--- config.mk ---
export PLATFORM = sky130hd
export DESIGN_NAME = sseg_scan_driver
export DESIGN_NICKNAME = d
export VERILOG_FILES = /design/src/rtl/sseg_pkg.sv /design/src/rtl/scan_counter.sv /design/src/rtl/sseg_scan_driver.sv
export SDC_FILE = /design/constraint.sdc
export NUM_CORES = 1
export LEC_CHECK = 0
export BUFFER_PORTS_ARGS = -buffer_cell sky130_fd_sc_hd__buf_4
export CAP_MARGIN = 30
export CELL_PAD_IN_SITES_DETAIL_PLACEMENT = 0
export CELL_PAD_IN_SITES_GLOBAL_PLACEMENT = 1
export CORE_MARGIN = 2
export CORE_UTILIZATION = 48
export CTS_CLUSTER_DIAMETER = 200
export CTS_CLUSTER_SIZE = 12
export DETAILED_ROUTE_END_ITERATION = 12
export PLACE_DENSITY = 0.82
export SLEW_MARGIN = 20
export SYNTH_ARGS = -nofsm -noshare
export SYNTH_HDL_FRONTEND = slang
export SYNTH_SLANG_ARGS = --single-unit
--- constraint.sdc ---
create_clock -name clk -period 4.1 [get_ports clk]
set_input_delay 0.82 -clock clk [delete_from_list [all_inputs] [get_ports clk]]
set_output_delay 0.82 -clock clk [all_outputs]
set_load 0.01 [all_outputs]
--- src/rtl/sseg_pkg.sv ---
// rtl/sseg_pkg.sv - shared constants and helpers for the seven-segment scan driver
package sseg_pkg;

    localparam logic [7:0] SEG_OFF = 8'hFF;
    localparam logic [3:0] AN_OFF  = 4'hF;

    typedef enum logic [1:0] {
        DUTY_FULL    = 2'd0,
        DUTY_HALF    = 2'd1,
        DUTY_QUARTER = 2'd2,
        DUTY_EIGHTH  = 2'd3
    } duty_e;

    function automatic logic [3:0] an_select(input logic [1:0] dig);
        return ~(4'b0001 << dig);
    endfunction

endpackage

--- src/rtl/scan_counter.sv ---
// rtl/scan_counter.sv - free-running N-bit refresh counter with wrap flag
module scan_counter #(
    parameter int N = 18
) (
    input  logic         clk,
    input  logic         rst,
    output logic [N-1:0] q,
    output logic         wrap
);

    logic [N-1:0] q_q;
    logic [N-1:0] q_d;

    always_comb begin
        q_d = q_q + N'(1);
    end

    always_ff @(posedge clk or posedge rst) begin
        if (rst) begin
            q_q <= '0;
        end else begin
            q_q <= q_d;
        end
    end

    assign q    = q_q;
    assign wrap = &q_q;

endmodule

--- src/rtl/sseg_scan_driver.sv ---
// rtl/sseg_scan_driver.sv - 4-digit multiplexed display driver with frame-synchronous updates
module sseg_scan_driver
    import sseg_pkg::*;
#(
    parameter int N     = 18,
    parameter int GUARD = 4
) (
    input  logic       clk,
    input  logic       reset,
    input  logic [7:0] in3,
    input  logic [7:0] in2,
    input  logic [7:0] in1,
    input  logic [7:0] in0,
    input  logic       load,
    input  logic [3:0] blank,
    input  logic [1:0] duty,
    output logic [3:0] an,
    output logic [7:0] sseg,
    output logic       busy,
    output logic       frame_tick
);

    localparam logic [N-2:0] SLOT = (N-1)'(1) << (N-2);

    logic [N-1:0] q;
    logic         wrap;

    logic [31:0]  stg_pat_q, stg_pat_d;
    logic [31:0]  act_pat_q, act_pat_d;
    duty_e        stg_duty_q, stg_duty_d;
    duty_e        act_duty_q, act_duty_d;
    logic         busy_q, busy_d;
    logic [3:0]   an_q, an_d;
    logic [7:0]   sseg_q, sseg_d;
    logic         tick_q, tick_d;

    logic [1:0]   dig;
    logic [N-3:0] pos;
    logic [N-2:0] limit;
    logic         lit;

    scan_counter #(.N(N)) u_scan_counter (
        .clk  (clk),
        .rst  (reset),
        .q    (q),
        .wrap (wrap)
    );

    always_comb begin
        stg_pat_d  = stg_pat_q;
        stg_duty_d = stg_duty_q;
        act_pat_d  = act_pat_q;
        act_duty_d = act_duty_q;
        busy_d     = busy_q;

        // Promotion reads the old staging, so a load on the wrap cycle waits a frame.
        if (wrap && busy_q) begin
            act_pat_d  = stg_pat_q;
            act_duty_d = stg_duty_q;
            busy_d     = 1'b0;
        end
        if (load) begin
            stg_pat_d  = {in3, in2, in1, in0};
            stg_duty_d = duty_e'(duty);
            busy_d     = 1'b1;
        end

        dig   = q[N-1:N-2];
        pos   = q[N-3:0];
        limit = SLOT >> act_duty_q;
        lit   = ({1'b0, pos} >= (N-1)'(GUARD)) && ({1'b0, pos} < limit) && !blank[dig];

        an_d   = lit ? an_select(dig) : AN_OFF;
        sseg_d = lit ? act_pat_q[{dig, 3'b000} +: 8] : SEG_OFF;
        tick_d = wrap;
    end

    always_ff @(posedge clk or posedge reset) begin
        if (reset) begin
            stg_pat_q  <= {4{SEG_OFF}};
            act_pat_q  <= {4{SEG_OFF}};
            stg_duty_q <= DUTY_FULL;
            act_duty_q <= DUTY_FULL;
            busy_q     <= 1'b0;
            an_q       <= AN_OFF;
            sseg_q     <= SEG_OFF;
            tick_q     <= 1'b0;
        end else begin
            stg_pat_q  <= stg_pat_d;
            act_pat_q  <= act_pat_d;
            stg_duty_q <= stg_duty_d;
            act_duty_q <= act_duty_d;
            busy_q     <= busy_d;
            an_q       <= an_d;
            sseg_q     <= sseg_d;
            tick_q     <= tick_d;
        end
    end

    assign an         = an_q;
    assign sseg       = sseg_q;
    assign busy       = busy_q;
    assign frame_tick = tick_q;

endmodule
==> qor.yml, run 1 <==
worst-path-max-fanout: 34
worstPathArrival_ns: 2.59
totalWireLength_um: 6700
place_area_sq_mm: 0.00479
synth_common_cells: "dfstp_2 (76), mux2_2 (39), mux2_4 (30), dfrtp_1 (24), xnor2_1 (11)"
cts-root-buf: "clkbuf_8"
die_w_um: 98.6
syn_area_sq_mm: 0.00429
antenna_found_initial: 0
dp.cells: 420
grt_pass1_vias: 2345
hold_class: "flip-flop to flip-flop"
cts_buffer_depth: 2
cts.sinks: 100
grt_overflow: 0
synth_nets: 311
clock_latency_ns: 0.36
finalSetupViolCount: 0
tritoncts: "yes"
start_util_pct: 49.5
fin_nets: 368
synth.distinct_cells: 32
ys_top_cells_by_area: "dfstp_2 (47%), dfrtp_1 (14%), mux2_4 (10%), mux2_2 (10%), mux4_2 (4.2%)"
final_area_sq_mm: 0.00496
max_freq_ghz: 0.428
hold-worst-slack_ns: 0.478
drt_iter0_drc: 58
gp_routability_congestion: 0.732
fin_skew_ns: 0.0163
post_cts_buffers: 0
synth_flop_cell: "dfstp_2"
cts.reportedPaths.clkPinSlew_ns: 0.09
critPathLaunchType: "flip-flop"
final_layout_size_suffix_gt1_share_pct: 70.1
postSynthCellCount: 266
path_cells: "and3_1 > nand3_4 > mux2_4"
power_density_mw_per_mm2: 348
slowest_delay_ns: 0.86
wl_per_cell_um: 15.4
ant_nets: 0
track_usage_pct: 15.2
relSlewSlack_pct: 45.7
n_antenna_cell: 0
yosysSeqAreaShare_pct: 60.5
period_share_pct: 56.9
worst_slew_pin_slew_ns: 0.815
port_buffers: 54
dp.final_hpwl_um: 4410
dieHeight_um: 98.6
htree_num_levels: 3
cap_violations: 0
slew_violations: 0
setup-tns-final_ns: 0
synthArstFlopShare_pct: 100
synth_area_per_cell_sq_um: 16.1
synth_top_cell_area_share_pct: 46.5
core_area_sq_mm: 0.00868
grt_pass1_wl_um: 11600
yosysTopAreaCell: "dfstp_2"
worstSetupPathType: "flip-flop to flip-flop"
ctsResizeCount: 0
rsz0062_at_grt: "no"
viasPerCell: 5.14
required_ns: 4.35
grt_max_degree: 65
io_pins: 55
outcome: "complete, no violations"
yosys.cell_count.top_type: "dfstp_2"
synth-edff-count: 0
yosys_warnings: 0
ys_ff_latch: 100
fin_cells: 436
p_leak_nw: 2.17
cp-end-kind: "flip-flop"
areaGrowthSynthToFinish_pct: 15.4
row_count: 34
first_pass_iters: 4
worst_ir_drop_vdd_uv: 188
final-hold-violation-count: 0
finalCriticalPeriod_ns: 2.33
die-area_sq_mm: 0.00972
hold_buffers: 0
cts_buffers: 9
crit_slowest_cell: "dfrtp_1"
drc_errors: 0
vias: 2242
==> report_power, final <==
| group | internal [W] | switching (W) | total, W |
|---|---|---|---|
| Clock | 0.000220 | 0.000325 | 0.000545 |
| Combinational | 0.0000634 | 0.0000462 | 0.000110 |
| Sequential | 0.00105 | 0.0000189 | 0.00107 |
==> cell type report <==
type / instances / area (sq um)
Timing Repair Buffer: 56 / 420
Sequential cell: 100 / 2600
Clock buffer: 10 / 128
Tap cell: 108 / 135
Multi-Input combinational cell: 151 / 1610
Inverter: 5 / 21.3
Clock inverter: 6 / 40.0
Fill cell: 718 / 3720
==> metal layers <==
metal	share of wire [%]	GRT usage, %	vias up
met4	1.7	6.01	0
li1	-	-	1054
met1	48	22.5	1134
met2	46	22.3	44
met3	4.0	3.19	10
met5	0	0	-
==> cells by family (layout without fill, tap and decap cells) <==
logic type                 count (synthesis)  in the layout  share of synthesized area (%)
muxes                                     78             78                           25.1
and+or+nand+nor                           47             47                           6.73
DFF                                      100            100                           60.5
buffers and inverters                     15             77                           1.92
xor gates and xnor gates                  16             16                           3.26
adders and majority gates                  4              4                           1.17
AOI/OAI and AO/OA                          6              6                           1.28
==> placed cells by master, fill, tap and decap left out, drive strengths merged, types with 3 or more instances in the layout <==
master and instances:
dfstp 76, mux2 69, buf 56, dfrtp 24, xnor2 11, nand2b 10
clkbuf 10, nand2 9, nand3 9, mux4 8, inv 6, xor2 5
and4 4, nor2 4, nor4 4, ha 4, clkinv 3
==> path summary, 6_finish.rpt <==
check / startpoint / slack [ns] / depth (start not counted) / endpoint
max in group asynchronous: reset / 2.52 / 3 / stg_pat_q[1]
max reg2reg: u_scan_counter.q[17] / 1.77 / 3 / act_duty_q[0]
min reg2reg: u_scan_counter.q[0] / 0.48 / 1 / u_scan_counter.q[0]
min in group asynchronous: reset / 0.61 / 2 / u_scan_counter.q[5]
min: u_scan_counter.q[0] / 0.48 / 1 / u_scan_counter.q[0]
max: u_scan_counter.q[17] / 1.77 / 3 / act_duty_q[0]
==> state kept, by name (all words and copies together) (netlist names) <==
| signal | cells |
|---|---|
| stg_pat_q | 32 |
| act_duty_q | 2 |
| busy | 1 |
| u_scan_counter.q | 18 |
| frame_tick | 1 |
| stg_duty_q | 2 |
| an | 4 |
| act_pat_q | 32 |
| sseg | 8 |
==> worst max-delay path, delay by kind of cell, from the launching register on <==
kind	cells	cell delay, ns
flip-flops	1	0.86
multiplexers	1	0.50
AND/OR/NAND/NOR	2	0.84
==> per-stage QoR <==
step / power [W] / setup slack [ns] / util [%]
final: 0.00173 / 1.77 / 57.1
after detailed placement: 0.00120 / 1.73 / 55.2
after CTS: 0.00175 / 1.72 / 57.1
after global routing: 0.00181 / 1.66 / 57.1
after floorplan: 0.00115 / 0.787 / -
after global placement: 0.00120 / 1.80 / 55.2
Power figures use the tool's default switching activity.
==> inputs of run 2 (changes only) <==
CORE_UTILIZATION = 43   (was 48)
PLACE_DENSITY = 0.78   (was 0.82)
clock period = 2.05 ns   (was 4.1 ns; I/O delays follow)
==> qor.yml, run 2 (synthesized netlist as in run 1, its figures left out) <==
grt_overflow: 0  # unchanged
antenna_found_initial: 0  # unchanged
track_usage_pct: 14.6  # -0.66 points
worst-path-max-fanout: 34  # unchanged
finalSetupViolCount: 0  # unchanged
p_clk_share_pct: 34.9  # +3.3 points
grt_pass1_wl_um: 12400  # +7.4%
drt_iter0_drc: 85  # +47%
ctsResizeCount: 0  # unchanged
core_area_sq_mm: 0.00973  # +12%
cts-root-buf: "clkbuf_8"
rsz0062_at_grt: "no"
hold_class: "input pin to asynchronous set/reset pin"
swShare_pct: 21.3  # -1.3 points
worstPathArrival_ns: 2.05  # -0.54 ns
totalWireLength_um: 7240  # +8.1%
switchingPower_w: 0.000776  # +99%
cts.reportedPaths.clkPinSlew_ns: 0.09  # about the same
port_buffers: 54  # unchanged
die-area_sq_mm: 0.0108  # +11%
critPathLaunchType: "flip-flop"
start_util_pct: 44.1  # -5.3 points
hold_buffers: 0  # unchanged
clock_latency_ns: 0.35  # about the same
relSlewSlack_pct: 63.6  # +18 points
period_share_pct: 88.1  # +31 points
vias: 2258  # +0.71%
post_cts_buffers: 0  # unchanged
finalCriticalPeriod_ns: 1.81  # -0.528 ns
cts.sinks: 100  # unchanged
final_layout_size_suffix_gt1_share_pct: 70.3  # +0.15 points
tritoncts: "yes"
first_pass_iters: 4  # unchanged
cts_buffers: 9  # unchanged
regArea_sq_mm: 0.00260  # unchanged
internal_power_w: 0.00287  # +110%
layout_commonest_cell: "dfstp_2"
fin_cells: 466  # +6.9%
row_count: 36  # +5.9%
max_freq_ghz: 0.554  # +29%
grt_max_degree: 101  # +55%
mostFrequentLayoutCells: "dfstp_2 (76), buf_4 (59), mux2_2 (39), mux2_4 (30), dfrtp_1 (24)"
fill_cells: 830  # +16%
htree_num_levels: 3  # unchanged
place_ws_ns: 0.270  # -1.46 ns
worst_slew_pin_slew_ns: 0.547  # -0.268 ns
cts_buffer_depth: 2  # unchanged
slew_violations: 0  # unchanged
wl_per_cell_um: 15.5  # +1.1%
p_leak_nw: 2.22  # +2.3%
grt_pass1_vias: 2438  # +4.0%
setup-tns-final_ns: 0  # unchanged
dp.final_hpwl_um: 4730  # +7.3%
fin_skew_ns: 0.00961  # -0.00672 ns
power_density_mw_per_mm2: 717  # +110%
areaGrowthSynthToFinish_pct: 18.4
multi_input_comb_area_sq_mm: 0.00161  # unchanged
cp-end-kind: "flip-flop"
die_w_um: 104  # +5.4%
fin_util_pct: 52.3  # -4.8 points
power.share.sequential_pct: 58.9  # -3.2 points
dp.cells: 450  # +7.1%
drc_errors: 0  # unchanged
fin_nets: 373  # +1.4%
r2r_slack_ns: 0.24  # -1.52 ns
viasPerCell: 4.85  # -5.8%
dieHeight_um: 104  # +5.4%
gp_routability_congestion: 0.791  # +8.1%
n_antenna_cell: 0  # unchanged
required_ns: 2.29  # -2.06 ns
setup_slack_ns: 0.244  # -1.52 ns
worst_ir_drop_vdd_uv: 390  # +110%
final-hold-violation-count: 0  # unchanged
pwr-share-comb_pct: 6.2  # about the same
io_pins: 55  # unchanged
worstSetupPathType: "flip-flop to flip-flop"
outcome: "complete, no violations"
cap_violations: 0  # unchanged
ant_nets: 0  # unchanged
run 2: cell types whose count changed in the layout (fill, tap and decap cells not counted), sizes merged:
cell	delta
clkinv	-3
buf	+5
bufinv	+1
clkbuf	+3
inv	-1
run 2: power by group through the flow:
| stage | combinational [W] | clock (W) | sequential [W] |
|---|---|---|---|
| after floorplan | 0.000125 | 0 | 0.00217 |
| after global placement | 0.000225 | 0 | 0.00218 |
| after detailed placement | 0.000231 | 0 | 0.00218 |
| after CTS | 0.000231 | 0.00132 | 0.00215 |
| after global routing | 0.000250 | 0.00142 | 0.00216 |
| final | 0.000225 | 0.00127 | 0.00215 |
run 2: metal layers:
metal	global-route usage (%)	share of wire, %	up-vias
met5	0	0	-
met4	5.12	1.3	0
met3	3.76	3.8	9
met2	21.2	47	51
met1	21.2	48	1141
li1	-	-	1057
run 2: critical path, stage by stage, from the launching register on:
cell,delay (ns)
dfrtp_1,0.44
and4_1,0.25
and3_2,0.25
nand3_4,0.09
buf_12,0.25
mux2_2,0.38
run 2: cell type report:
type	count	area share (%)
multi-input combinational	151	31.7
clock inverter	3	0.861
tap	133	3.27
timing repair buffer	61	9.50
sequential	100	51.1
inverter	5	0.443
clock buffer	13	3.12
run 2: path summary, 6_finish.rpt:
check | start | depth (start not counted) | to
max | u_scan_counter.q[10] | 5 | act_duty_q[1]
min | reset | 3 | stg_duty_q[1]
max reg2reg | u_scan_counter.q[10] | 5 | act_duty_q[1]
min reg2reg | u_scan_counter.q[0] | 1 | u_scan_counter.q[0]
max in group asynchronous | reset | 3 | stg_pat_q[11]
min in group clk | in3[1] | 2 | stg_pat_q[25]
run 2: through the flow:
step | cell area (sq um) | power [W] | hold WS [ns]
after global routing | 5090 | 0.00383 | 0.220
after floorplan | 4300 | 0.00229 | 0.442
after global placement | 4880 | 0.00241 | 0.453
after CTS | 5090 | 0.00370 | 0.212
final | 5090 | 0.00365 | 0.177
after detailed placement | 4880 | 0.00241 | 0.465
